--- src/rtl/cache_tag_ctrl_if.sv ---
// rtl/cache_tag_ctrl_if.sv - Requester, tag-store and fill-memory signals of the cache tag controller
interface cache_tag_ctrl_if #(
  parameter int bitsDirect = 10,
  parameter int tagBits    = 36,
  parameter int offsetBits = 2
);
  logic                                   req_valid;
  logic                                   req_ready;
  logic [tagBits+bitsDirect+offsetBits-1:0] req_adress;
  logic                                   flush;
  logic                                   resp_valid;
  logic                                   resp_hit;
  logic                                   busy;
  logic                                   tag_we;
  logic                                   tag_re;
  logic [bitsDirect-1:0]                  tag_adress;
  logic [tagBits:0]                       tag_wdata;
  logic [tagBits:0]                       tag_rdata;
  logic                                   mem_req;
  logic [tagBits+bitsDirect-1:0]          mem_adress;
  logic                                   mem_ack;

  // master is the controller side, slave is the requester/tag store/memory side
  modport master (
    input  req_valid, req_adress, flush, tag_rdata, mem_ack,
    output req_ready, resp_valid, resp_hit, busy,
           tag_we, tag_re, tag_adress, tag_wdata, mem_req, mem_adress
  );

  modport slave (
    output req_valid, req_adress, flush, tag_rdata, mem_ack,
    input  req_ready, resp_valid, resp_hit, busy,
           tag_we, tag_re, tag_adress, tag_wdata, mem_req, mem_adress
  );
endinterface

--- src/rtl/cache_tag_ctrl.sv ---
// rtl/cache_tag_ctrl.sv - Direct-mapped cache tag lookup, miss fill and flush sweep controller
module cache_tag_ctrl #(
  parameter int bitsDirect = 10,
  parameter int tagBits    = 36,
  parameter int offsetBits = 2
) (
  input  logic              clk,
  input  logic              gen_reset_n,
  cache_tag_ctrl_if.master  bus
);
  localparam int AW = tagBits + bitsDirect + offsetBits;

  typedef enum logic [2:0] {IDLE, LOOKUP, COMPARE, FILL, UPDATE, FLUSH} state_t;

  state_t                        state;
  logic [tagBits-1:0]            tag_q;
  logic [bitsDirect-1:0]         index_q;
  logic [bitsDirect-1:0]         cnt_q;
  logic                          flush_pend;

  logic                          req_ready_q;
  logic                          busy_q;
  logic                          tag_we_q;
  logic                          tag_re_q;
  logic [bitsDirect-1:0]         tag_adress_q;
  logic [tagBits:0]              tag_wdata_q;
  logic                          mem_req_q;
  logic [tagBits+bitsDirect-1:0] mem_adress_q;
  logic                          upd_resp_q;

  logic [tagBits-1:0]            req_tag;
  logic [bitsDirect-1:0]         req_index;
  logic                          hit;
  logic                          flush_any;
  logic                          accept;

  assign req_tag   = bus.req_adress[AW-1 -: tagBits];
  assign req_index = bus.req_adress[offsetBits +: bitsDirect];
  assign flush_any = bus.flush || flush_pend;
  assign accept    = (state == IDLE) && bus.req_valid && req_ready_q && !bus.flush;

  // tag_rdata only arrives in COMPARE, so the hit response cannot come from a register
  assign hit = (state == COMPARE) && bus.tag_rdata[tagBits] &&
               (bus.tag_rdata[tagBits-1:0] == tag_q);

  assign bus.req_ready  = req_ready_q;
  assign bus.busy       = busy_q;
  assign bus.tag_we     = tag_we_q;
  assign bus.tag_re     = tag_re_q;
  assign bus.tag_adress = tag_adress_q;
  assign bus.tag_wdata  = tag_wdata_q;
  assign bus.mem_req    = mem_req_q;
  assign bus.mem_adress = mem_adress_q;
  assign bus.resp_valid = upd_resp_q || hit;
  assign bus.resp_hit   = hit;

  always_ff @(posedge clk or negedge gen_reset_n) begin
    if (!gen_reset_n) begin
      state        <= IDLE;
      tag_q        <= '0;
      index_q      <= '0;
      cnt_q        <= '0;
      flush_pend   <= 1'b0;
      req_ready_q  <= 1'b1;
      busy_q       <= 1'b0;
      tag_we_q     <= 1'b0;
      tag_re_q     <= 1'b0;
      tag_adress_q <= '0;
      tag_wdata_q  <= '0;
      mem_req_q    <= 1'b0;
      mem_adress_q <= '0;
      upd_resp_q   <= 1'b0;
    end else begin
      // outputs are registered for the state being entered; defaults describe a busy, idle bus
      req_ready_q  <= 1'b0;
      busy_q       <= 1'b1;
      tag_we_q     <= 1'b0;
      tag_re_q     <= 1'b0;
      tag_adress_q <= '0;
      tag_wdata_q  <= '0;
      mem_req_q    <= 1'b0;
      mem_adress_q <= '0;
      upd_resp_q   <= 1'b0;

      if (state != IDLE && bus.flush) begin
        flush_pend <= 1'b1;
      end

      case (state)
        IDLE: begin
          if (flush_any) begin
            state    <= FLUSH;
            cnt_q    <= '0;
            tag_we_q <= 1'b1;
          end else if (accept) begin
            state        <= LOOKUP;
            tag_q        <= req_tag;
            index_q      <= req_index;
            tag_re_q     <= 1'b1;
            tag_adress_q <= req_index;
          end else begin
            req_ready_q <= 1'b1;
            busy_q      <= 1'b0;
          end
        end
        LOOKUP: begin
          state        <= COMPARE;
          tag_re_q     <= 1'b1;
          tag_adress_q <= index_q;
        end
        COMPARE: begin
          if (hit) begin
            if (flush_any) begin
              state    <= FLUSH;
              cnt_q    <= '0;
              tag_we_q <= 1'b1;
            end else begin
              state       <= IDLE;
              req_ready_q <= 1'b1;
              busy_q      <= 1'b0;
            end
          end else begin
            state        <= FILL;
            mem_req_q    <= 1'b1;
            mem_adress_q <= {tag_q, index_q};
          end
        end
        FILL: begin
          if (bus.mem_ack) begin
            state        <= UPDATE;
            tag_we_q     <= 1'b1;
            tag_adress_q <= index_q;
            tag_wdata_q  <= {1'b1, tag_q};
            upd_resp_q   <= 1'b1;
          end else begin
            mem_req_q    <= 1'b1;
            mem_adress_q <= {tag_q, index_q};
          end
        end
        UPDATE: begin
          // a flush that arrived during the miss starts straight after the write
          if (flush_any) begin
            state    <= FLUSH;
            cnt_q    <= '0;
            tag_we_q <= 1'b1;
          end else begin
            state       <= IDLE;
            req_ready_q <= 1'b1;
            busy_q      <= 1'b0;
          end
        end
        FLUSH: begin
          if (cnt_q == '1) begin
            state       <= IDLE;
            flush_pend  <= 1'b0;
            req_ready_q <= 1'b1;
            busy_q      <= 1'b0;
          end else begin
            cnt_q        <= cnt_q + 1'b1;
            tag_we_q     <= 1'b1;
            tag_adress_q <= cnt_q + 1'b1;
          end
        end
        default: begin
          state       <= IDLE;
          req_ready_q <= 1'b1;
          busy_q      <= 1'b0;
        end
      endcase
    end
  end
endmodule

--- src/flat_wrapper.sv ---
// flat-port wrapper written by rule: the top's interface ports become plain ports
module cache_tag_ctrl_flat 
#(
  parameter int bitsDirect = 10,
  parameter int tagBits    = 36,
  parameter int offsetBits = 2
)
  (clk, gen_reset_n, bus_req_valid, bus_req_adress, bus_flush, bus_tag_rdata, bus_mem_ack, bus_req_ready, bus_resp_valid, bus_resp_hit, bus_busy, bus_tag_we, bus_tag_re, bus_tag_adress, bus_tag_wdata, bus_mem_req, bus_mem_adress);
  cache_tag_ctrl_if #(.bitsDirect(bitsDirect), .tagBits(tagBits), .offsetBits(offsetBits)) bus_i ();
  input  logic clk;
  input  logic gen_reset_n;
  input wire logic [$bits(bus_i.req_valid)-1:0] bus_req_valid;
  input wire logic [$bits(bus_i.req_adress)-1:0] bus_req_adress;
  input wire logic [$bits(bus_i.flush)-1:0] bus_flush;
  input wire logic [$bits(bus_i.tag_rdata)-1:0] bus_tag_rdata;
  input wire logic [$bits(bus_i.mem_ack)-1:0] bus_mem_ack;
  output wire logic [$bits(bus_i.req_ready)-1:0] bus_req_ready;
  output wire logic [$bits(bus_i.resp_valid)-1:0] bus_resp_valid;
  output wire logic [$bits(bus_i.resp_hit)-1:0] bus_resp_hit;
  output wire logic [$bits(bus_i.busy)-1:0] bus_busy;
  output wire logic [$bits(bus_i.tag_we)-1:0] bus_tag_we;
  output wire logic [$bits(bus_i.tag_re)-1:0] bus_tag_re;
  output wire logic [$bits(bus_i.tag_adress)-1:0] bus_tag_adress;
  output wire logic [$bits(bus_i.tag_wdata)-1:0] bus_tag_wdata;
  output wire logic [$bits(bus_i.mem_req)-1:0] bus_mem_req;
  output wire logic [$bits(bus_i.mem_adress)-1:0] bus_mem_adress;
  assign bus_i.req_valid = bus_req_valid;
  assign bus_i.req_adress = bus_req_adress;
  assign bus_i.flush = bus_flush;
  assign bus_i.tag_rdata = bus_tag_rdata;
  assign bus_i.mem_ack = bus_mem_ack;
  assign bus_req_ready = bus_i.req_ready;
  assign bus_resp_valid = bus_i.resp_valid;
  assign bus_resp_hit = bus_i.resp_hit;
  assign bus_busy = bus_i.busy;
  assign bus_tag_we = bus_i.tag_we;
  assign bus_tag_re = bus_i.tag_re;
  assign bus_tag_adress = bus_i.tag_adress;
  assign bus_tag_wdata = bus_i.tag_wdata;
  assign bus_mem_req = bus_i.mem_req;
  assign bus_mem_adress = bus_i.mem_adress;
  cache_tag_ctrl #(.bitsDirect(bitsDirect), .tagBits(tagBits), .offsetBits(offsetBits)) u_core (.clk(clk), .gen_reset_n(gen_reset_n), .bus(bus_i));
endmodule
--- config.mk ---
export PLATFORM = sky130hd
export DESIGN_NAME = cache_tag_ctrl_flat
export DESIGN_NICKNAME = d
export VERILOG_FILES = /design/src/rtl/cache_tag_ctrl_if.sv /design/src/rtl/cache_tag_ctrl.sv /design/src/flat_wrapper.sv
export SDC_FILE = /design/constraint.sdc
export NUM_CORES = 1
export LEC_CHECK = 0
export ABC_AREA = 1
export CAP_MARGIN = 20
export CORE_ASPECT_RATIO = 0.6
export CORE_MARGIN = 3
export CORE_UTILIZATION = 48
export CTS_BUF_LIST = sky130_fd_sc_hd__clkbuf_4 sky130_fd_sc_hd__clkbuf_8
export DETAILED_ROUTE_END_ITERATION = 8
export GPL_ROUTABILITY_DRIVEN = 0
export PLACE_DENSITY = 0.9
export SETUP_SLACK_MARGIN = 0.4
export SLEW_MARGIN = 10
export SYNTH_ARGS = -nofsm -noshare
export SYNTH_HDL_FRONTEND = slang
export SYNTH_SLANG_ARGS = --single-unit
--- constraint.sdc ---
create_clock -name clk -period 2.1 [get_ports clk]
set_clock_uncertainty 0.15 [all_clocks]
set_input_delay 0.315 -clock clk [delete_from_list [all_inputs] [get_ports clk]]
set_output_delay 0.315 -clock clk [all_outputs]
set_load 0.02 [all_outputs]
=== After elaboration in Yosys (flattened, before gate mapping) ===
Cells that the tools add are included.

* Bits in writable memories: 0
* Register bits after elaboration: 159
* Memories: 0
* Output and inout port bits: 100
* Latch bits: 0
* Bits in read-only memories: 0

* $mul: 0
* Reductions and logical operators: 17
* Equality and inequality tests: 12
* Mux-type cells: 45
* Shift-type cells: 0
* Divide/modulo/power cells: 0
* Add/subtract/negate cells: 1
* Bitwise operators: 1
* Magnitude comparators: 0

{| class="wikitable"
|+ Operators by type and width
! kind !! count
|-
| 2-to-1 mux 46 bit || 2
|-
| case mux 46 bit (2 select lines) || 1
|-
| 2-to-1 mux 37 bit || 2
|-
| 2-to-1 mux 10 bit || 7
|-
| case mux 10 bit (4 select lines) || 1
|-
| == test 36 bit || 1
|-
| case mux 10 bit (3 select lines) || 1
|-
| 2-to-1 mux 1 bit || 19
|-
| 2-to-1 mux 3 bit || 6
|-
| case mux 3 bit (6 select lines) || 1
|-
| adder 10 x 1 -> 10 bit, second input constant || 1
|-
| == test 10 bit, second input constant || 1
|-
| case mux 1 bit (5 select lines) || 2
|-
| AND reduction 3 bit || 3
|-
| == test 3 x 2 -> 1 bit, second input constant || 2
|-
| == test 3 bit, second input constant || 2
|-
| logical AND 1 bit || 6
|-
| nonzero test 3 bit || 2
|-
| inequality test 2 x 1 -> 1 bit, second input constant || 2
|-
| inequality test 2 bit, second input constant || 2
|-
| case mux 1 bit (2 select lines) || 2
|-
| case mux 1 bit (4 select lines) || 1
|-
| OR reduction 2 bit || 2
|-
| == test 3 x 1 -> 1 bit, second input constant || 1
|-
| 5 further kinds || 6
|}

=== Logic depth before layout (Yosys ltp) ===
* Word-level depth: 7
* Mapped depth: 14
* Depth with buffers taken out: 13

=== Worst setup path after synthesis ===
No wires, ideal clock.

* Kind: register -> output
* From: register u_core.state[2]
* To: output port bus_resp_valid
* Arrival: 1422 ps
* Required time: 1635 ps
* Cell stages (with the launch flop): 9
* Path buffers: 0
* Setup slack: 213 ps
* Path through: dfrtp_1 -> nor3_4 -> nand2_1 -> nor2_1 -> nand2_1 -> nor2_1 -> nand2_1 -> inv_1 -> or2_2

* Cells in the longest elaborated chain, start to end: 4

{| class="wikitable"
|+ Ends and longest elaborated chain
! element !! line !! text
|-
| from (decl) || cache_tag_ctrl.sv:15 || <nowiki>state_t state;</nowiki>
|-
| from (signal assigned) || cache_tag_ctrl.sv:59 || <nowiki>state <= IDLE;</nowiki>
|-
| from (signal assigned) || cache_tag_ctrl.sv:92 || <nowiki>state <= FLUSH;</nowiki>
|-
| from (signal assigned) || cache_tag_ctrl.sv:96 || <nowiki>state <= LOOKUP;</nowiki>
|-
| == test 3 x 2 -> 1 bit || cache_tag_ctrl.sv:43 || <nowiki>assign hit = (state == COMPARE) && bus.tag_rdata[tagBits] &&</nowiki>
|-
| logical AND 1 bit (2 in a row) || cache_tag_ctrl.sv:43 ||
|-
| net bus_resp_hit || flat_wrapper.sv:19 || <nowiki>output wire logic [$bits(bus_i.resp_hit)-1:0] bus_resp_hit;</nowiki>
|-
| logical OR 1 bit || cache_tag_ctrl.sv:54 || <nowiki>assign bus.resp_valid = upd_resp_q || hit;</nowiki>
|-
| to (decl) || flat_wrapper.sv:18 || <nowiki>output wire logic [$bits(bus_i.resp_valid)-1:0] bus_resp_valid;</nowiki>
|}

The timed path passes the listed nets, and every way through them passes these cells.

=== Final worst setup path ===
* From: register u_core.tag_q[22]
* To: output port bus_resp_valid

* Cells in the longest elaborated chain, start to end: 3

{| class="wikitable"
|+ Ends and longest elaborated chain
! element !! line !! text
|-
| from (decl) || cache_tag_ctrl.sv:16 || <nowiki>logic [tagBits-1:0] tag_q;</nowiki>
|-
| from (signal assigned) || cache_tag_ctrl.sv:97 || <nowiki>tag_q <= req_tag;</nowiki>
|-
| == test 36 bit || cache_tag_ctrl.sv:44 || <nowiki>(bus.tag_rdata[tagBits-1:0] == tag_q);</nowiki>
|-
| logical AND 1 bit || cache_tag_ctrl.sv:43 ||
|-
| logical OR 1 bit || cache_tag_ctrl.sv:54 ||
|}

Every way passes these cells.

==> parameters.txt <==
Parameter                              Value

Outcome
  Status    finished with violations
  Violations in the final reports    negative setup slack

CTS
  CTS buffer count    17
  Clock-pin slew on the worst setup and hold paths    100 ps
  Clk sink count    158
  Total number of H-tree levels    4
  Clock network latency to the later pin of the worst-skew pair    460 ps
  CTS tree    yes
  Worst-case clock buffer depth    2
  Buffer type at the clock tree root    sky130_fd_sc_hd__clkbuf_8

Logic synthesis
  EDFF count, synth    0
  Async S/R FF share, synth    100%
  Number of nets produced by synthesis    757
  Seq/Total Area, Yosys    63.6%
  Area of the mapped netlist    6220 µm²
  Flip-flop and latch count after synthesis    158
  Unique masters post-synth    31
  Warning count from the yosys run    0
  Mean post-synth cell area    9.34 µm²
  Gate count of the mapped netlist    666
  Most used flip-flop cell after synthesis    sky130_fd_sc_hd__dfrtp_1

Cells and area
  Number of nets in the layout    1072
  Post-route non-filler standard cell count    1159
  Most common cell after layout, fill and taps aside    sky130_fd_sc_hd__dfrtp_1
  Number of fill cells    414
  Commonest cells after routing, fill and taps aside    sky130_fd_sc_hd__dfrtp_1 (157), sky130_fd_sc_hd__dlygate4sd2_1 (97), sky130_fd_sc_hd__nand2_1 (87)
  Post-route core utilization    92.8%
  Fraction of final layout cells sized beyond drive strength 1    40.8%
  Diodes inserted    0
  Synth-to-layout area growth    84.1%

Worst setup path
  FF-to-FF End    u_core.cnt_q[9]
  Source of the critical timing path    u_core.tag_q[22]
  Source of the worst register-to-register timing path    u_core.tag_q[22]
  Worst setup slack for register-to-register paths    -430 ps
  Endpoint required time on the critical path    1630 ps
  Worst reg-to-reg path cell count    14
  Maximum fanout encountered on the critical timing path    2
  Category of the worst setup path capture point    output pin
  Data arrival time at the worst-slack endpoint    2190 ps
  End point of the critical path    bus_resp_valid
  Critical path class    reg -> out
  Crit start category    flip-flop

Place
  Count of placed standard cells including taps    1043
  Detailed-placement wirelength estimate    13.8 mm
  Pre-CTS setup slack    -759 ps
  Quantity of I/O buffers inserted on ports    187

Die
  Starting density of the core    50.4%
  DIE AREA    14400 µm²
  Height of the die    94.2 µm
  Die Span X    153 µm
  Area of the core    12300 µm²
  Floorplan row count    31
  Number of I/O pins    190

Global route
  Vias in the first global route    6688
  GRT overflow    0
  First-pass GRT wire length    38.7 mm
  Initial antenna violation count    0
  Maximum number of pins on one net before global-route repair    47
  Global-route usage over all layers    36.0%

Power and ir drop
  Max VDD drop    615 µV
  Total Power Consumption    10.6 mW
  Power Dens Cells    926 nW/µm²
  Leakage power of the design    6.03 nW

STA
  Clock period minus final worst setup slack    2650 ps
  Upper clock frequency limit    0.377 GHz
  Final-report hold violation count    0
  Slew at the pin closest to its max-slew limit    633 ps
  Final cycle utilization of the critical path    126%
  Number of max-slew violations in the final report    0
  Final setup viols    119
  RSZ-0062 raised after global routing    yes
  Post-layout worst setup margin    -552 ps
  Worst slew slack as a fraction of its limit    57.8%
  Sum of negative setup slack    -38660 ps

Drt
  Via-per-instance ratio    6.11
  1st-iter DRT viols    883
  Count of vias placed by the detailed router    7079
  Wirelength per Cell    26.7 µm
  Routed wire length    31.0 mm
  Count of TritonRoute iterations in the first routing pass    7
  Remaining antenna violation count after routing    0
  Post-route DRC violation count    0

Job
  Max cap viols    0

Worst hold path
  Kind of path behind the tightest hold check    in -> async
==> cell usage after synthesis, types with 2 or more instances <==
master / instances / area share [%]
sky130_fd_sc_hd__inv_2: 25 / 1.5
sky130_fd_sc_hd__buf_4: 2 / 0.24
sky130_fd_sc_hd__inv_1: 67 / 4.0
sky130_fd_sc_hd__dfrtp_1: 157 / 63
sky130_fd_sc_hd__nand4_1: 8 / 0.80
sky130_fd_sc_hd__o21ai_1: 2 / 0.16
sky130_fd_sc_hd__o22ai_1: 3 / 0.30
sky130_fd_sc_hd__o211ai_1: 10 / 1.2
sky130_fd_sc_hd__buf_2: 15 / 1.2
sky130_fd_sc_hd__clkbuf_1: 7 / 0.42
sky130_fd_sc_hd__nand3_1: 11 / 0.89
sky130_fd_sc_hd__nor3_1: 2 / 0.16
sky130_fd_sc_hd__nor2_1: 75 / 4.5
sky130_fd_sc_hd__xnor2_1: 7 / 0.99
sky130_fd_sc_hd__nand2_1: 153 / 9.2
sky130_fd_sc_hd__o21ai_0: 58 / 4.7
sky130_fd_sc_hd__a21oi_1: 50 / 4.0
==> area by class of cell <==
class	count	area [µm²]	share of cell area (%)
tap	165	206	1.80
inverter	92	370	3.24
timing repair buffer	320	3640	31.8
clock inverter	13	106	0.929
sequential	158	3960	34.6
clock buffer	19	255	2.23
multi-input combinational	392	2920	25.5
==> worst min-delay path by stage <==
stage	slack, ps	cells after the start	from	to
after detailed placement	140	1	gen_reset_n	u_core.bus.mem_adress[9]
after floorplan	-130	0	gen_reset_n	u_core.bus.busy
final	230	2	gen_reset_n	u_core.bus.tag_adress[5]
after global placement	140	1	gen_reset_n	u_core.bus.mem_adress[9]
after global routing	270	2	gen_reset_n	u_core.bus.tag_adress[5]
after CTS	240	2	gen_reset_n	u_core.bus.mem_adress[9]
==> worst max-delay path, cell delays in order, from the launching register on <==
cell	delay (ps)
sky130_fd_sc_hd__dfrtp_1	370
sky130_fd_sc_hd__inv_1	70
sky130_fd_sc_hd__nand2_1	70
sky130_fd_sc_hd__nand4_1	230
sky130_fd_sc_hd__nor2_1	320
sky130_fd_sc_hd__nand2_1	120
sky130_fd_sc_hd__nor2_2	160
sky130_fd_sc_hd__nand2_2	90
sky130_fd_sc_hd__inv_2	80
sky130_fd_sc_hd__or2_4	110
sky130_fd_sc_hd__buf_6	100
==> report_power, final <==
part | internal, mW | total (mW) | switching (mW)
combinational | 1.89 | 4.50 | 2.61
sequential | 3.61 | 3.89 | 0.287
clock | 0.886 | 2.21 | 1.32
==> cell families (layout without fill, tap and decap cells) <==
logic type / after synthesis / after routing / share of synthesized area [%]
AO/OA/AOI/OAI: 127 / 127 / 10.9
XOR/XNOR: 8 / 8 / 1.13
adder cells (fa/ha/maj): 1 / 1 / 0.201
buffers and inverters: 117 / 444 / 7.61
flip-flops: 158 / 158 / 63.6
AND/OR/NAND/NOR: 255 / 256 / 16.6
==> metal layers <==
metal / vias up / GRT usage, % / share of wire [%]
li1: 2747 / - / -
met1: 3373 / 46.8 / 35
met2: 736 / 56.4 / 44
met3: 223 / 12.7 / 14
met4: 0 / 13.3 / 6.5
met5: - / 0 / 0
==> stage by stage <==
stage	cell area (µm²)	hold WS, ps
floorplan	6270	-131
global placement	8690	139
detailed placement	8690	139
CTS	10600	243
global route	11400	270
finish	11400	231
==> sequential cells by signal, summed over array words and instances, names as in the netlist <==
signal,count
u_core.tag_q,36
u_core.bus.req_ready,1
u_core.bus.busy,1
u_core.bus.tag_adress,10
u_core.state,3
u_core.bus.tag_we,1
u_core.index_q,10
u_core.flush_pend,1
u_core.bus.mem_adress,46
u_core.bus.tag_re,1
u_core.bus.mem_req,1
u_core.cnt_q,10
u_core.bus.tag_wdata,37
==> timing repair <==
action / in CTS / in global routing
gates cloned: 23 / 2
pin swaps: 21 / 39
setup endpoints to repair: 256 / 160
hold endpoints to repair: 42 / 0
buffers inserted: 42 / 16
hold buffers: 1 / 0
resized for setup: 351 / 174
Power figures use the tool's default switching activity.
